File: config.mk
export PLATFORM = sky130hd
export DESIGN_NAME = konix_joy_mapper
export DESIGN_NICKNAME = d
export VERILOG_FILES = /design/src/rtl/konix_input_pkg.sv /design/src/rtl/konix_autofire.sv /design/src/rtl/konix_joy_mapper.sv
export SDC_FILE = /design/constraint.sdc
export NUM_CORES = 1
export LEC_CHECK = 0
export CELL_PAD_IN_SITES_DETAIL_PLACEMENT = 0
export CELL_PAD_IN_SITES_GLOBAL_PLACEMENT = 1
export CORE_MARGIN = 2
export CORE_UTILIZATION = 49
export CTS_CLUSTER_SIZE = 12
export DETAILED_ROUTE_END_ITERATION = 16
export PLACE_DENSITY = 0.91
export SYNTH_ARGS = -nofsm -noshare
export SYNTH_HDL_FRONTEND = slang
export SYNTH_SLANG_ARGS = --single-unit
File: constraint.sdc
create_clock -name clk_sys -period 11.4 [get_ports clk_sys]
set_input_delay 3.42 -clock clk_sys [delete_from_list [all_inputs] [get_ports clk_sys]]
set_output_delay 3.42 -clock clk_sys [all_outputs]
set_load 0.02 [all_outputs]
File: src/rtl/konix_input_pkg.sv
// Shared bit maps, SOCD mode/flag types and the per-axis SOCD resolver used by
// the MiSTer-to-Konix joystick mapper.
package konix_input_pkg;

  // MiSTer joystick vector bit positions (active-high)
  localparam int JB_R    = 0;
  localparam int JB_L    = 1;
  localparam int JB_D    = 2;
  localparam int JB_U    = 3;
  localparam int JB_F1   = 4;
  localparam int JB_F2   = 5;
  localparam int JB_PEDL = 6;
  localparam int JB_PEDR = 7;

  // Konix port byte bit positions (active-low)
  localparam int KB_PEDL = 0;
  localparam int KB_PEDR = 1;
  localparam int KB_F1   = 2;
  localparam int KB_F2   = 3;
  localparam int KB_L    = 4;
  localparam int KB_R    = 5;
  localparam int KB_U    = 6;
  localparam int KB_D    = 7;

  localparam logic [7:0] KONIX_IDLE = 8'hFF;

  typedef enum logic [1:0] {
    SOCD_PASS        = 2'd0,
    SOCD_NEUTRAL     = 2'd1,
    SOCD_LAST        = 2'd2,
    SOCD_NEUTRAL_ALT = 2'd3
  } socd_mode_e;

  typedef enum logic [1:0] {
    LAST_NONE   = 2'd0,
    LAST_FIRST  = 2'd1,
    LAST_SECOND = 2'd2
  } socd_last_e;

  typedef struct packed {
    logic       first;
    logic       second;
    socd_last_e flag;
  } socd_axis_t;

  // Resolves one axis: 'first'/'second' are the two opposing directions, the
  // *_q inputs their previous stage-1 values, 'flag' the last-pressed memory.
  function automatic socd_axis_t socd_axis(input socd_mode_e mode,
                                           input logic first, input logic second,
                                           input logic first_q, input logic second_q,
                                           input socd_last_e flag);
    socd_axis_t r;
    logic rise_f;
    logic rise_s;
    rise_f   = first & ~first_q;
    rise_s   = second & ~second_q;
    r.first  = first;
    r.second = second;
    r.flag   = flag;
    if (rise_f && !rise_s) r.flag = LAST_FIRST;
    else if (rise_s && !rise_f) r.flag = LAST_SECOND;
    if (first && second && mode != SOCD_PASS) begin
      r.first  = 1'b0;
      r.second = 1'b0;
      // A simultaneous rise stays neutral even if an older flag is stored.
      if (mode == SOCD_LAST && !(rise_f && rise_s)) begin
        r.first  = (r.flag == LAST_FIRST);
        r.second = (r.flag == LAST_SECOND);
      end
    end
    return r;
  endfunction

endpackage

File: src/rtl/konix_autofire.sv
// Autofire for one fire button: toggles a phase every 'period' held cycles,
// starting asserted on press; passes the button through when disabled.
module konix_autofire
  import konix_input_pkg::*;
#(
  parameter int AF_W = 20
) (
  input  logic            clk_sys,
  input  logic            reset_n,
  input  logic            btn,
  input  logic            en,
  input  logic [AF_W-1:0] period,
  output logic            q
);

  logic            btn_q;
  logic            en_q;
  logic [AF_W-1:0] period_q;
  logic [AF_W-1:0] cnt;
  logic [AF_W-1:0] cnt_d;
  logic            phase;
  logic            phase_d;
  logic            active;

  // NOTE: every always_comb output gets a default first so no path can infer a latch.
  always_comb begin
    phase_d = phase;
    cnt_d   = cnt;
    active  = en && (period != '0);
    if (!btn) begin
      phase_d = 1'b0;
      cnt_d   = '0;
    end else if (!btn_q) begin
      phase_d = 1'b1;
      cnt_d   = '0;
    end else if (!active || en != en_q || period != period_q) begin
      cnt_d = '0;
    end else if (cnt == period - AF_W'(1)) begin
      phase_d = ~phase;
      cnt_d   = '0;
    end else begin
      cnt_d = cnt + AF_W'(1);
    end
    q = btn && (!active || phase_d);
  end

  // NOTE: state registers use non-blocking assignments so all flops update together.
  always_ff @(posedge clk_sys) begin
    if (!reset_n) begin
      btn_q    <= 1'b0;
      en_q     <= 1'b0;
      period_q <= '0;
      cnt      <= '0;
      phase    <= 1'b0;
    end else begin
      btn_q    <= btn;
      en_q     <= en;
      period_q <= period;
      cnt      <= cnt_d;
      phase    <= phase_d;
    end
  end

endmodule

File: src/rtl/konix_joy_mapper.sv
// Maps N active-high MiSTer joysticks onto N active-low Konix port bytes with
// clone mode, SOCD cleaning, autofire and optional pedals; 2-cycle latency.
module konix_joy_mapper
  import konix_input_pkg::*;
#(
  parameter int NUM_PORTS = 2,
  parameter int JOY_W     = 8,
  parameter int AF_W      = 20,
  parameter int PEDAL_EN  = 0
) (
  input  logic                       clk_sys,
  input  logic                       reset_n,
  input  logic [NUM_PORTS*JOY_W-1:0] joy_in,
  input  logic                       clone_mode,
  input  logic [1:0]                 socd_mode,
  input  logic [NUM_PORTS*2-1:0]     af_en,
  input  logic [AF_W-1:0]            af_period,
  output logic [NUM_PORTS*8-1:0]     joy_out
);

  localparam int CW     = (JOY_W < 8) ? JOY_W : 8;
  localparam bit PEDALS = (PEDAL_EN != 0);

  socd_mode_e socd_q;
  logic [7:0] raw0;

  always_comb begin
    raw0         = '0;
    raw0[CW-1:0] = joy_in[CW-1:0];
  end

  // Mode travels through stage 1 alongside the data it applies to.
  always_ff @(posedge clk_sys) begin
    if (!reset_n) socd_q <= SOCD_PASS;
    else          socd_q <= socd_mode_e'(socd_mode);
  end

  for (genvar k = 0; k < NUM_PORTS; k++) begin : g_port
    logic [7:0] raw;
    logic [7:0] s1;
    logic [3:0] dir_q;
    socd_last_e flag_lr;
    socd_last_e flag_ud;
    socd_axis_t lr;
    socd_axis_t ud;
    logic       f1;
    logic       f2;
    logic [7:0] held;
    logic [7:0] out_q;

    always_comb begin
      raw         = '0;
      raw[CW-1:0] = joy_in[k*JOY_W +: CW];
    end

    always_ff @(posedge clk_sys) begin
      if (!reset_n) s1 <= '0;
      else          s1 <= clone_mode ? raw0 : raw;
    end

    assign lr = socd_axis(socd_q, s1[JB_L], s1[JB_R], dir_q[JB_L], dir_q[JB_R], flag_lr);
    assign ud = socd_axis(socd_q, s1[JB_U], s1[JB_D], dir_q[JB_U], dir_q[JB_D], flag_ud);

    konix_autofire #(.AF_W(AF_W)) u_af_f1 (
      .clk_sys (clk_sys),
      .reset_n (reset_n),
      .btn     (s1[JB_F1]),
      .en      (af_en[2*k]),
      .period  (af_period),
      .q       (f1)
    );

    konix_autofire #(.AF_W(AF_W)) u_af_f2 (
      .clk_sys (clk_sys),
      .reset_n (reset_n),
      .btn     (s1[JB_F2]),
      .en      (af_en[2*k+1]),
      .period  (af_period),
      .q       (f2)
    );

    always_comb begin
      held          = '0;
      held[KB_L]    = lr.first;
      held[KB_R]    = lr.second;
      held[KB_U]    = ud.first;
      held[KB_D]    = ud.second;
      held[KB_F1]   = f1;
      held[KB_F2]   = f2;
      held[KB_PEDL] = PEDALS ? s1[JB_PEDL] : 1'b0;
      held[KB_PEDR] = PEDALS ? s1[JB_PEDR] : 1'b0;
    end

    always_ff @(posedge clk_sys) begin
      if (!reset_n) begin
        dir_q   <= '0;
        flag_lr <= LAST_NONE;
        flag_ud <= LAST_NONE;
        out_q   <= KONIX_IDLE;
      end else begin
        dir_q   <= s1[JB_U:JB_R];
        flag_lr <= lr.flag;
        flag_ud <= ud.flag;
        out_q   <= ~held;
      end
    end

    assign joy_out[k*8 +: 8] = out_q;
  end

endmodule

==> run_results.csv <==
group,metric,value,unit
floorplanning,die_h,141,um
finish,n_antenna_cell,0,
detailed_routing,viasPerCell,5.98,
finish,drive_gt1_share,6.15,%
critical_path,critPathMaxStageDelay,0.74,ns
critical_path,worst_path_max_delay_cell,"nor3_1",
global_route,antenna_found_initial,0,
logic_synthesis,syn_inst,1095,
pwr,total_power,1.28,mW
floorplanning,fp.dieW,141,um
detailed_routing,drc,0,
pwr,netSwitchingFraction,28.7,%
logic_synthesis,syn_avg_cell_area,8.44,um2
clock_tree,tritoncts,"built",
sta,worst_slack,3.69,ns
sta,setup_tns,0,ns
pwr,powerDensity,122,nW/um2
worst_hold_path,holdCritPathClass,"reg2reg",
global_route,grt_max_degree,59,
logic_synthesis,synth-edff-count,0,
pwr,clkPwrFrac,45.4,%
detailed_routing,num_vias,8107,
run_status,status,"finished, final reports clean",
sta,rsz0062_at_grt,"no",
placed_design,place_ws,3.33,ns
critical_path,critPathMaxFanout,18,
global_route,grt_pass1_vias,7726,
logic_synthesis,synth_seq_cells,154,
sta,skew,0.0169,ns
critical_path,cp-end-kind,"flop",
floorplanning,dieArea,20000,um2
logic_synthesis,yosysWarnings,0,
global_route,use_met2,41.5,%
placed_design,port_buffers,52,
pwr,power.leakage,3.65,nW
placed_design,place_area,9870,um2
clock_tree,insertion_delay,0.44,ns
clock_tree,cts-buffers-inserted,17,
pwr,power_frac_seq,43.7,%
global_route,met1_usage,36.2,%
clock_tree,cts_post_setup_buffers_inserted,0,
logic_synthesis,synth_ff_type,"dfxtp_1",
pwr,peakVddDrop,0.117,mV
floorplanning,core_area,18600,um2
clock_tree,cts_buffer_depth,2,
sta,setup_viol,0,
critical_path,cp_cell_sequence,"clkdlybuf4s50_1 > inv_1 > ha_1 > or3b_1 > nor3_1 > xor3_1 > a2111oi_0 > nand4_1 > nor4_1 > mux2i_1 > a31o_1",
logic_synthesis,ys_types,77,
critical_path,crit_type,"in2reg",
sta,fmax,0.130,GHz
sta,final_max_slew_viol_count,0,
sta,relSlewSlack,26.1,%
logic_synthesis,yosysSeqAreaShare,33.4,%
critical_path,worstPathRequired,11.73,ns
critical_path,startpoint_type,"primary input",
clock_tree,ctsHoldBuffers,0,
detailed_routing,ant_nets,0,
finish,design_area,10500,um2
pwr,p_int,910,uW
placed_design,gp_congestion,0.994,
logic_synthesis,synth-async-reset-ratio,0,%
pwr,p_sw,366,uW
worst_hold_path,whs_path_depth,2,
floorplanning,rows,50,
clock_tree,cts_max_level,4,
global_route,grtUsageMet3,8.81,%
clock_tree,cts_sinks,154,
detailed_routing,wirelength,26900,um
detailed_routing,drt_first_iter_violations,773,
sta,finalCriticalPeriod,7.71,ns
placed_design,post-dp-hpwl,19000,um
floorplanning,floorplan.initialDensity,49.7,%
finish,fin_nets,1160,
pwr,p_comb_share,10.9,%
sta,worst_pin_slew,1.10,ns
global_route,grt_first_pass_wirelength,42400,um
clock_tree,ctsResizeCount,0,
detailed_routing,avgRoutedWirePerCell,19.8,um
clock_tree,root_buffer,"clkbuf_16",
critical_path,r2r_cells,8,
finish,fill_cells,1715,
finish,syn_to_final_growth,13.5,%
logic_synthesis,syn-cell-area,9240,um2
sta,hold_viol_final,0,
global_route,grt-ovfl-total,0,
global_route,track_usage,27.4,%
detailed_routing,drtPass1Iterations,5,
sta,fin_crit_sh,67.6,%
clock_tree,clkTransAtPathRegs,0.08,ns
run,drv_cap,0,
floorplanning,ios,61,
critical_path,crit_arrival,8.04,ns
global_route,grt-busiest-layer,"met2",
==> sequential cells by signal, summed over array words and instances, names as in the netlist, 4 cells and up <==
signal / flops
g_port.flag_lr: 4
g_port.u_af_f1.cnt: 40
g_port.u_af_f2.cnt: 40
g_port.dir_q: 8
g_port.u_af_f2.period_q: 20
g_port.s1: 12
g_port.out_q: 12
g_port.flag_ud: 4
==> logic make-up (layout without fill, tap and decap cells) <==
family,Yosys count,count (layout),share of synthesized area [%]
buffers and inverters,98,122,4.44
multiplexers,13,13,1.41
other,1,4,0.0406
XOR/XNOR,167,167,17.8
flip-flops,154,154,33.4
AO/OA/AOI/OAI,143,143,11.1
adder cells (fa/ha/maj),14,14,1.68
AND/OR/NAND/NOR,505,505,30.2
==> cell usage in the layout (no fill, tap or decap), types with 5 or more instances in the layout <==
cell type,synthesis,layout
dfxtp_1,154,154
nor2_1,105,105
nand2_1,81,81
xnor2_1,77,77
xor2_1,77,77
clkdlybuf4s50_1,0,52
nand3_1,47,47
and2_1,47,47
nor4_1,40,39
o21ai_0,29,29
nand4_1,28,28
nor3_1,27,27
inv_1,24,24
nor2b_1,23,23
and3_1,22,22
a21oi_1,21,21
nand2b_1,21,21
clkbuf_16,0,17
buf_4,5,14
mux2i_1,13,13
a21boi_0,11,11
xnor3_1,9,9
a2111oi_0,8,8
maj3_1,8,8
or3_1,7,7
nor3b_1,8,7
and4_1,7,7
clkinv_8,0,7
or2_2,6,6
o211ai_1,6,6
nand4b_1,6,6
a211oi_1,6,6
ha_1,6,6
o31ai_1,6,5
nand3b_1,5,5
a21o_1,5,5
o2111ai_1,5,5
==> Yosys cell counts (7+ instances only) <==
cell type	count	area, um2
clkbuf_1	50	188
a21oi_1	21	105
nand2b_1	21	131
xnor3_1	9	203
xnor2_1	77	674
xor2_1	77	674
o21ai_0	29	145
a2111oi_0	8	70.1
nand2_1	81	304
nand3_1	47	235
and3_1	22	138
nand4_1	28	175
and2_1	47	294
maj3_1	8	80.1
nor2b_1	23	144
or3_1	7	43.8
buf_2	13	65.1
nor4_1	40	250
dfxtp_1	154	3080
a21boi_0	11	82.6
nor3b_1	8	60.1
and4_1	7	61.3
mux2i_1	13	130
inv_1	24	90.1
nor3_1	27	135
nor2_1	105	394
==> through the flow <==
| step | utilization [%] | cells | hold slack, ns |
|---|---|---|---|
| 3_5_place_dp | 53.1 | 1324 | 0.467 |
| 2_1_floorplan | - | 1098 | 0.440 |
| 4_1_cts | 56.4 | 1356 | 0.477 |
| 6_report | 56.4 | 1356 | 0.479 |
| 3_3_place_gp | 53.1 | 1324 | 0.460 |
| 5_1_grt | 56.4 | 1356 | 0.497 |
==> area by class of cell <==
cell class | instances | area, um2 | share of cell area, %
Multi-Input combinational cell | 846 | 5770 | 55.1
Sequential cell | 154 | 3080 | 29.4
Inverter | 24 | 90.1 | 0.859
Tap cell | 234 | 293 | 2.79
Timing Repair Buffer | 66 | 626 | 5.97
Clock buffer | 17 | 425 | 4.06
Clock inverter | 15 | 193 | 1.84
==> power by group through the flow <==
stage                     registers (mW)  logic [mW]  clock network (mW)
final                              0.558       0.138               0.580
after global routing               0.559       0.148               0.614
after CTS                          0.558       0.135               0.591
after detailed placement           0.570       0.134                   0
after global placement             0.570       0.133                   0
after floorplan                    0.571      0.0854                   0
==> per-layer routing <==
metal | vias up | share of wire (%)
li1 | 3887 | -
met1 | 3766 | 43
met2 | 380 | 44
met3 | 74 | 9.8
met4 | 0 | 3.7
met5 | - | 0
==> critical path: cells and delay by family <==
kind	cells	cell delay [ns]
fa+ha+maj	1	0.35
simple gates	4	2.26
compound gates	2	0.58
xor+xnor	1	0.37
mux	1	0.22
buf+inv	2	0.84
==> path summary, 6_finish.rpt <==
check / from / end / slack (ns)
worst max register to register: g_port[1].u_af_f2.period_q[0] / g_port[0].out_q[2] / 8.34
worst min-delay path: g_port[1].s1[4] / g_port[1].u_af_f1.phase / 0.48
worst min register to register: g_port[1].s1[4] / g_port[1].u_af_f1.phase / 0.48
worst max-delay path: af_period[1] / g_port[1].out_q[2] / 3.69
Power figures use the tool's default switching activity.
